[src/rtl/debounce_bank_pkg.sv]
// Shared constants and helpers for the debounce bank: tick divider, counter widths,
// and the raw pin level that means "released".
package debounce_bank_pkg;

   localparam int DEF_N_CH         = 4;
   localparam int DEF_CLK_HZ       = 50000000;
   localparam int DEF_TICK_HZ      = 1000;
   localparam int DEF_STABLE_TICKS = 20;
   localparam int DEF_LONG_TICKS   = 1000;

   function automatic int calc_div(input int clk_hz, input int tick_hz);
      return clk_hz / tick_hz;
   endfunction

   // Width able to hold 0..max_val inclusive.
   function automatic int cnt_width(input int max_val);
      return (max_val < 1) ? 1 : $clog2(max_val + 1);
   endfunction

   function automatic logic released_raw(input bit active_low);
      return active_low ? 1'b1 : 1'b0;
   endfunction

endpackage

[src/rtl/debounce_bank_if.sv]
// Pin-side and control-side signals of the debounce bank.
// The slave modport is the conditioner; the master modport is whatever drives the pins.
interface debounce_bank_if #(parameter int N_CH = 4);
   logic [N_CH-1:0] pb_in;
   logic [N_CH-1:0] pb_level;
   logic [N_CH-1:0] pb_press;
   logic [N_CH-1:0] pb_release;
   logic [N_CH-1:0] pb_long;

   modport master (output pb_in, input pb_level, input pb_press, input pb_release, input pb_long);
   modport slave  (input pb_in, output pb_level, output pb_press, output pb_release, output pb_long);
endinterface

[src/rtl/debounce_bank_tick_gen.sv]
// Shared sample-tick prescaler: one-clock tick every DIV clocks, first at DIV clocks after reset.
// Free running, no backpressure.
module debounce_bank_tick_gen #(
   parameter int DIV = 10
) (
   input  logic clk,
   input  logic rst,
   output logic tick
);
   localparam int W = (DIV > 1) ? $clog2(DIV) : 1;
   localparam logic [W-1:0] LAST = W'(DIV - 1);

   logic [W-1:0] cnt;

   always_ff @(posedge clk or negedge rst) begin
      if (!rst)
         cnt <= '0;
      else if (cnt == LAST)
         cnt <= '0;
      else
         cnt <= cnt + W'(1);
   end

   assign tick = (cnt == LAST);
endmodule

[src/rtl/debounce_bank.sv]
// Multi-channel button conditioner: sync, tick-sampled debounce, press/release/long-press pulses.
// Level changes 2 clk + STABLE_TICKS ticks + 1 clk after a clean edge; no backpressure.
module debounce_bank
   import debounce_bank_pkg::*;
#(
   parameter int N_CH          = DEF_N_CH,
   parameter int CLK_HZ        = DEF_CLK_HZ,
   parameter int TICK_HZ       = DEF_TICK_HZ,
   parameter int STABLE_TICKS  = DEF_STABLE_TICKS,
   parameter int LONG_TICKS    = DEF_LONG_TICKS,
   parameter int ACTIVE_LOW_IN = 0
) (
   input  logic           clk,
   input  logic           rst,
   debounce_bank_if.slave bus
);
   localparam int   DIV     = calc_div(CLK_HZ, TICK_HZ);
   localparam int   CNT_W   = cnt_width(STABLE_TICKS);
   localparam int   HOLD_W  = cnt_width(LONG_TICKS);
   localparam logic REL_RAW = released_raw(ACTIVE_LOW_IN != 0);

   localparam logic [CNT_W-1:0]  STABLE_C = CNT_W'(STABLE_TICKS);
   localparam logic [HOLD_W-1:0] LONG_C   = HOLD_W'(LONG_TICKS);

   logic            tick;
   logic [N_CH-1:0] level_v;
   logic [N_CH-1:0] press_v;
   logic [N_CH-1:0] release_v;
   logic [N_CH-1:0] long_v;

   debounce_bank_tick_gen #(.DIV(DIV)) u_tick_gen (
      .clk  (clk),
      .rst  (rst),
      .tick (tick)
   );

   for (genvar i = 0; i < N_CH; i++) begin : g_ch
      logic [1:0]        sync;
      logic              s;
      logic [CNT_W-1:0]  cnt;
      logic [HOLD_W-1:0] hold;
      logic              level_q;
      logic              press_q;
      logic              release_q;
      logic              long_q;
      logic              differ;
      logic              accept;

      // XOR with the released raw level maps the pin to 1 = pressed.
      assign s      = sync[1] ^ REL_RAW;
      assign differ = tick && (s != level_q);
      assign accept = differ && ((cnt + CNT_W'(1)) == STABLE_C);

      always_ff @(posedge clk or negedge rst) begin
         if (!rst) begin
            sync      <= {2{REL_RAW}};
            cnt       <= '0;
            hold      <= '0;
            level_q   <= 1'b0;
            press_q   <= 1'b0;
            release_q <= 1'b0;
            long_q    <= 1'b0;
         end else begin
            sync      <= {sync[0], bus.pb_in[i]};
            press_q   <= 1'b0;
            release_q <= 1'b0;
            long_q    <= 1'b0;

            if (tick) begin
               if (!differ) begin
                  cnt <= '0;
               end else if (accept) begin
                  cnt       <= '0;
                  level_q   <= s;
                  press_q   <= s;
                  release_q <= !s;
               end else begin
                  cnt <= cnt + CNT_W'(1);
               end
            end

            // Suppressed on the releasing tick so long and release never coincide.
            if (!level_q) begin
               hold <= '0;
            end else if (tick && !accept && (hold != LONG_C)) begin
               hold <= hold + HOLD_W'(1);
               if ((hold + HOLD_W'(1)) == LONG_C)
                  long_q <= 1'b1;
            end
         end
      end

      assign level_v[i]   = level_q;
      assign press_v[i]   = press_q;
      assign release_v[i] = release_q;
      assign long_v[i]    = long_q;
   end

   assign bus.pb_level   = level_v;
   assign bus.pb_press   = press_v;
   assign bus.pb_release = release_v;
   assign bus.pb_long    = long_v;
endmodule
[src/flat_wrapper.sv]
// flat-port wrapper written by rule: the top's interface ports become plain ports
module debounce_bank_flat import debounce_bank_pkg::*;
#(
   parameter int N_CH          = DEF_N_CH,
   parameter int CLK_HZ        = DEF_CLK_HZ,
   parameter int TICK_HZ       = DEF_TICK_HZ,
   parameter int STABLE_TICKS  = DEF_STABLE_TICKS,
   parameter int LONG_TICKS    = DEF_LONG_TICKS,
   parameter int ACTIVE_LOW_IN = 0
)
  (clk, rst, bus_pb_in, bus_pb_level, bus_pb_press, bus_pb_release, bus_pb_long);
  debounce_bank_if #(.N_CH(N_CH)) bus_i ();
  input  logic clk;
  input  logic rst;
  input wire logic [$bits(bus_i.pb_in)-1:0] bus_pb_in;
  output wire logic [$bits(bus_i.pb_level)-1:0] bus_pb_level;
  output wire logic [$bits(bus_i.pb_press)-1:0] bus_pb_press;
  output wire logic [$bits(bus_i.pb_release)-1:0] bus_pb_release;
  output wire logic [$bits(bus_i.pb_long)-1:0] bus_pb_long;
  assign bus_i.pb_in = bus_pb_in;
  assign bus_pb_level = bus_i.pb_level;
  assign bus_pb_press = bus_i.pb_press;
  assign bus_pb_release = bus_i.pb_release;
  assign bus_pb_long = bus_i.pb_long;
  debounce_bank #(.N_CH(N_CH), .CLK_HZ(CLK_HZ), .TICK_HZ(TICK_HZ), .STABLE_TICKS(STABLE_TICKS), .LONG_TICKS(LONG_TICKS), .ACTIVE_LOW_IN(ACTIVE_LOW_IN)) u_core (.clk(clk), .rst(rst), .bus(bus_i));
endmodule
[config.mk]
export PLATFORM = sky130hd
export DESIGN_NAME = debounce_bank_flat
export DESIGN_NICKNAME = d
export VERILOG_FILES = /design/src/rtl/debounce_bank_pkg.sv /design/src/rtl/debounce_bank_if.sv /design/src/rtl/debounce_bank_tick_gen.sv /design/src/rtl/debounce_bank.sv /design/src/flat_wrapper.sv
export SDC_FILE = /design/constraint.sdc
export NUM_CORES = 1
export LEC_CHECK = 0
export ABC_AREA = 0
export ABC_CLOCK_PERIOD_IN_PS = 2750
export BUFFER_PORTS_ARGS = -buffer_cell sky130_fd_sc_hd__buf_2
export CAP_MARGIN = 20
export CORE_MARGIN = 2
export CORE_UTILIZATION = 55
export DETAILED_ROUTE_END_ITERATION = 7
export MAX_ROUTING_LAYER = met4
export PLACE_DENSITY = 0.79
export REMOVE_ABC_BUFFERS = 1
export SYNTH_ARGS = -nofsm -noshare
export SYNTH_HDL_FRONTEND = slang
export SYNTH_SLANG_ARGS = --single-unit
[constraint.sdc]
create_clock -name clk -period 2.75 [get_ports clk]
set_input_delay 0.275 -clock clk [delete_from_list [all_inputs] [get_ports clk]]
set_output_delay 0.275 -clock clk [all_outputs]
set_load 0.01 [all_outputs]
==> metrics.md <==
| Metric | Value |
|---|---|
| Status | completed |
| Slew Viols, Final | 0 |
| GRT overflow | 0 |
| Seq/Total Area, Yosys | 0.4567 |
| Total core area | 9729 um2 |
| # diodes | 0 |
| CTS tree | done |
| Post-synthesis xor/xnor area fraction | 0.06714 |
| Initial DRC count | 216 |
| Dpl hpwl | 7001 um |
| FF-to-FF setup slack | 0.15 ns |
| Required time of the critical path | 3.03 ns |
| Worst-skew pair later-pin latency | 0.36 ns |
| Seq cells post-synth | 100 |
| Die ar. | 10780 um2 |
| Crit path DAT | 2.88 ns |
| Largest net degree at the start of global routing | 62 |
| Worst R2R Path Depth | 5 |
| Mux share of post-synthesis cell area | 0.02489 |
| Fin crit share | 0.9463 |
| Crit path time final | 2.602 ns |
| Commonest non-fill, non-tap cell in the layout | dfrtp_1 |
| Power Internal | 2.027 mW |
| Hold Vio Cnt, Final | 0 |
| Combinational Power Share | 0.019 |
| Synth Area in Compound Gates | 0.1039 |
| Pleak | 2.544 nW |
| CTS buffer count | 9 |
| Sequential group share of total power | 0.578 |
| Worst reg2reg startpoint | u_core.u_tick_gen.cnt[4] |
| CTS sink count | 100 |
| CP Class | reg -> reg |
| Relative slew slack | 0.5252 |
| Syn avg cell area | 9.612 um2 |
| Skew final | 0.009681 ns |
| Vias in the first global route | 4188 |
| Post-route ant nets | 0 |
| Largest family of logic cells by synthesized area | simple AND/OR/NAND/NOR gates |
| Layout cell share with drive strength beyond 1 | 0.1039 |
| Post-synth top flop | dfrtp_1 |
| Area growth syn-to-layout | 8.381% |
| Total number of vias | 4200 |
| Unique masters post-synth | 51 |
| Dpl cell area | 5667 um2 |
| Port Buf Inserts | 21 |
| Sw Ratio | 0.2097 |
| Sw power | 537.9 uW |
| Final Setup Violations | 0 |
| CP endpoint kind | flop |
| Netlist Area Pre-Place | 5479 um2 |
| Start point of the worst min-delay path | u_core.g_ch[1].sync[0] |
| Drt drc | 0 |
| Critical R2R Capture | u_core.g_ch[1].hold[4] |
| Final Net Count | 605 |
| Pre-Repair DR Iteration Count | 5 |
| Most frequent cells in the layout | dfrtp_1, nand2_1, nand3_1, nor2_1, o21ai_0 |
| Critical Path Source Type | flop |
| Ports | 22 |
| Final Instance Area | 5938 um2 |
| Row count | 36 |
| Hold WC Path Type | reg -> reg |
| Clk root buf | clkbuf_8 |
| Power share of the clock group | 0.403 |
| RSZ-0062 raised after global routing | false |
| DP Cell Count | 699 |
| Filler cells | 833 |
| Chip Width | 103.8 um |
| Clock Path Buffers | 2 |
| H-tree depth | 3 |
| Ys async rst share | 1.000 |
| Die height | 103.8 um |
| GRT Total Usage | 0.2056 |
| First-pass GRT wire length | 18110 um |
| Worst-Margin Slew | 0.7057 ns |
| Crit-path max FO | 11 |
| YS warnings | 0 |
| Vias per inst | 5.833 |
| Maxcap violations | 0 |
| Initial antenna violation count | 0 |
| Fin cells | 720 |
| Clk slew on worst S/H paths | 0.09 ns |
| Min Hold Slack | 0.3539 ns |
| Hold Path Stages | 0 |
| Post-synthesis adder-cell area fraction | 0.03882 |
| Max Clk Rate | 0.3843 GHz |
| DRT Wirelength | 10450 um |
| Initial Util | 0.5631 |
| Cell Pwr Density | 431.9 nW/um2 |
| DR WL/cell | 14.52 um |
| EDFF count, synth | 0 |
| RePlAce Congestion | 0.8975 |
| Simple-gate area share of the yosys netlist | 0.2576 |
| Synthesized instance count | 570 |
| Hold EP | u_core.g_ch[1].sync[1] |
| VDD IR max | 249.9 uV |
-- final cells by class --
cell class	instances	area, um2	area share
clock inverter	4	72.57	0.01222
sequential	100	2502	0.4214
timing repair buffer	38	272.8	0.04593
clock buffer	12	145.1	0.02444
tap	133	166.4	0.02802
inverter	19	71.32	0.01201
multi-input combinational	414	2708	0.4560
-- sequential cells by signal (all words and copies together), names as in the netlist --
| signal | count |
|---|---|
| u_core.g_ch.cnt | 20 |
| u_core.g_ch.hold | 40 |
| u_core.g_ch.level_q | 4 |
| u_core.g_ch.long_q | 4 |
| u_core.g_ch.press_q | 4 |
| u_core.g_ch.release_q | 4 |
| u_core.g_ch.sync | 8 |
| u_core.u_tick_gen.cnt | 16 |
-- critical path, stage by stage (launching register included) --
cell and delay (ns):
dfrtp_1 0.41, or4b_1 0.56, or4_4 0.56, or3_4 0.47, or3_1 0.35, a21boi_0 0.17
-- worst max path at each step --
stage,from,endpoint,slack [ns],depth (start not counted)
2_1_floorplan,u_core.u_tick_gen.cnt[11],u_core.g_ch[2].hold[8],-2.04,5
3_3_place_gp,u_core.u_tick_gen.cnt[5],u_core.g_ch[1].hold[9],0.16,5
3_5_place_dp,u_core.u_tick_gen.cnt[4],u_core.g_ch[1].hold[4],0.10,5
4_1_cts,u_core.u_tick_gen.cnt[4],u_core.g_ch[1].hold[4],0.09,5
5_1_grt,u_core.u_tick_gen.cnt[5],u_core.g_ch[1].hold[4],0.02,5
6_report,u_core.u_tick_gen.cnt[4],u_core.g_ch[1].hold[4],0.15,5
-- cell usage after synthesis (11+ instances only) --
| master | instances | area (um2) |
|---|---|---|
| xnor2_1 | 21 | 183.9 |
| nand4_1 | 11 | 68.82 |
| nor4_1 | 17 | 106.4 |
| inv_1 | 19 | 71.32 |
| a21oi_1 | 12 | 60.06 |
| and2_1 | 19 | 118.9 |
| nor2_1 | 29 | 108.9 |
| xor2_1 | 21 | 183.9 |
| ha_1 | 17 | 212.7 |
| o21ai_0 | 28 | 140.1 |
| nor3_1 | 15 | 75.07 |
| dfrtp_1 | 100 | 2502 |
| clkbuf_1 | 19 | 71.32 |
| buf_4 | 16 | 120.1 |
| nor3b_1 | 11 | 82.58 |
| nand2_1 | 58 | 217.7 |
| nand3_1 | 30 | 150.1 |
| nand2b_1 | 13 | 81.33 |
-- timing repair --
item / 4_1_cts / 5_1_grt
hold buffers: 5 / 0
gates resized for setup: 0 / 1
endpoints found under the setup margin: 0 / 2
buffers inserted: 0 / 0
endpoints found under the hold margin: 43 / 0
-- logic make-up after synthesis --
group / Yosys count
multiplexers: 13
AO/OA/AOI/OAI: 88
buffers and inverters: 56
adder cells (fa/ha/maj): 17
XOR/XNOR: 42
flip-flops: 100
AND/OR/NAND/NOR: 254
-- power by group through the flow --
stage	sequential, mW	clock [mW]	combinational, mW
after floorplan	1.51	0	0.00802
after global placement	1.51	0	0.0453
after detailed placement	1.51	0	0.0466
after CTS	1.48	1.07	0.0521
after global routing	1.48	1.12	0.0582
final	1.48	1.03	0.0492
-- routing by layer --
| layer | track usage | up-vias | part of all wire |
|---|---|---|---|
| li1 | - | 2043 | - |
| met1 | 0.2512 | 2061 | 0.46 |
| met2 | 0.3426 | 85 | 0.50 |
| met3 | 0.02769 | 11 | 0.029 |
| met4 | 0.09073 | 0 | 0.012 |
| met5 | - | - | 0 |
-- stage by stage --
step                power, mW  utilization  setup TNS, ns  setup WS [ns]
finish                  2.565       0.6103              0         0.1478
detailed placement      1.557       0.5824              0         0.1037
global placement        1.556       0.5824              0         0.1621
CTS                     2.600       0.6100              0        0.08688
floorplan               1.517            -         -43.96         -2.042
global route            2.660       0.6103              0        0.01644
Power figures use the tool's default switching activity.
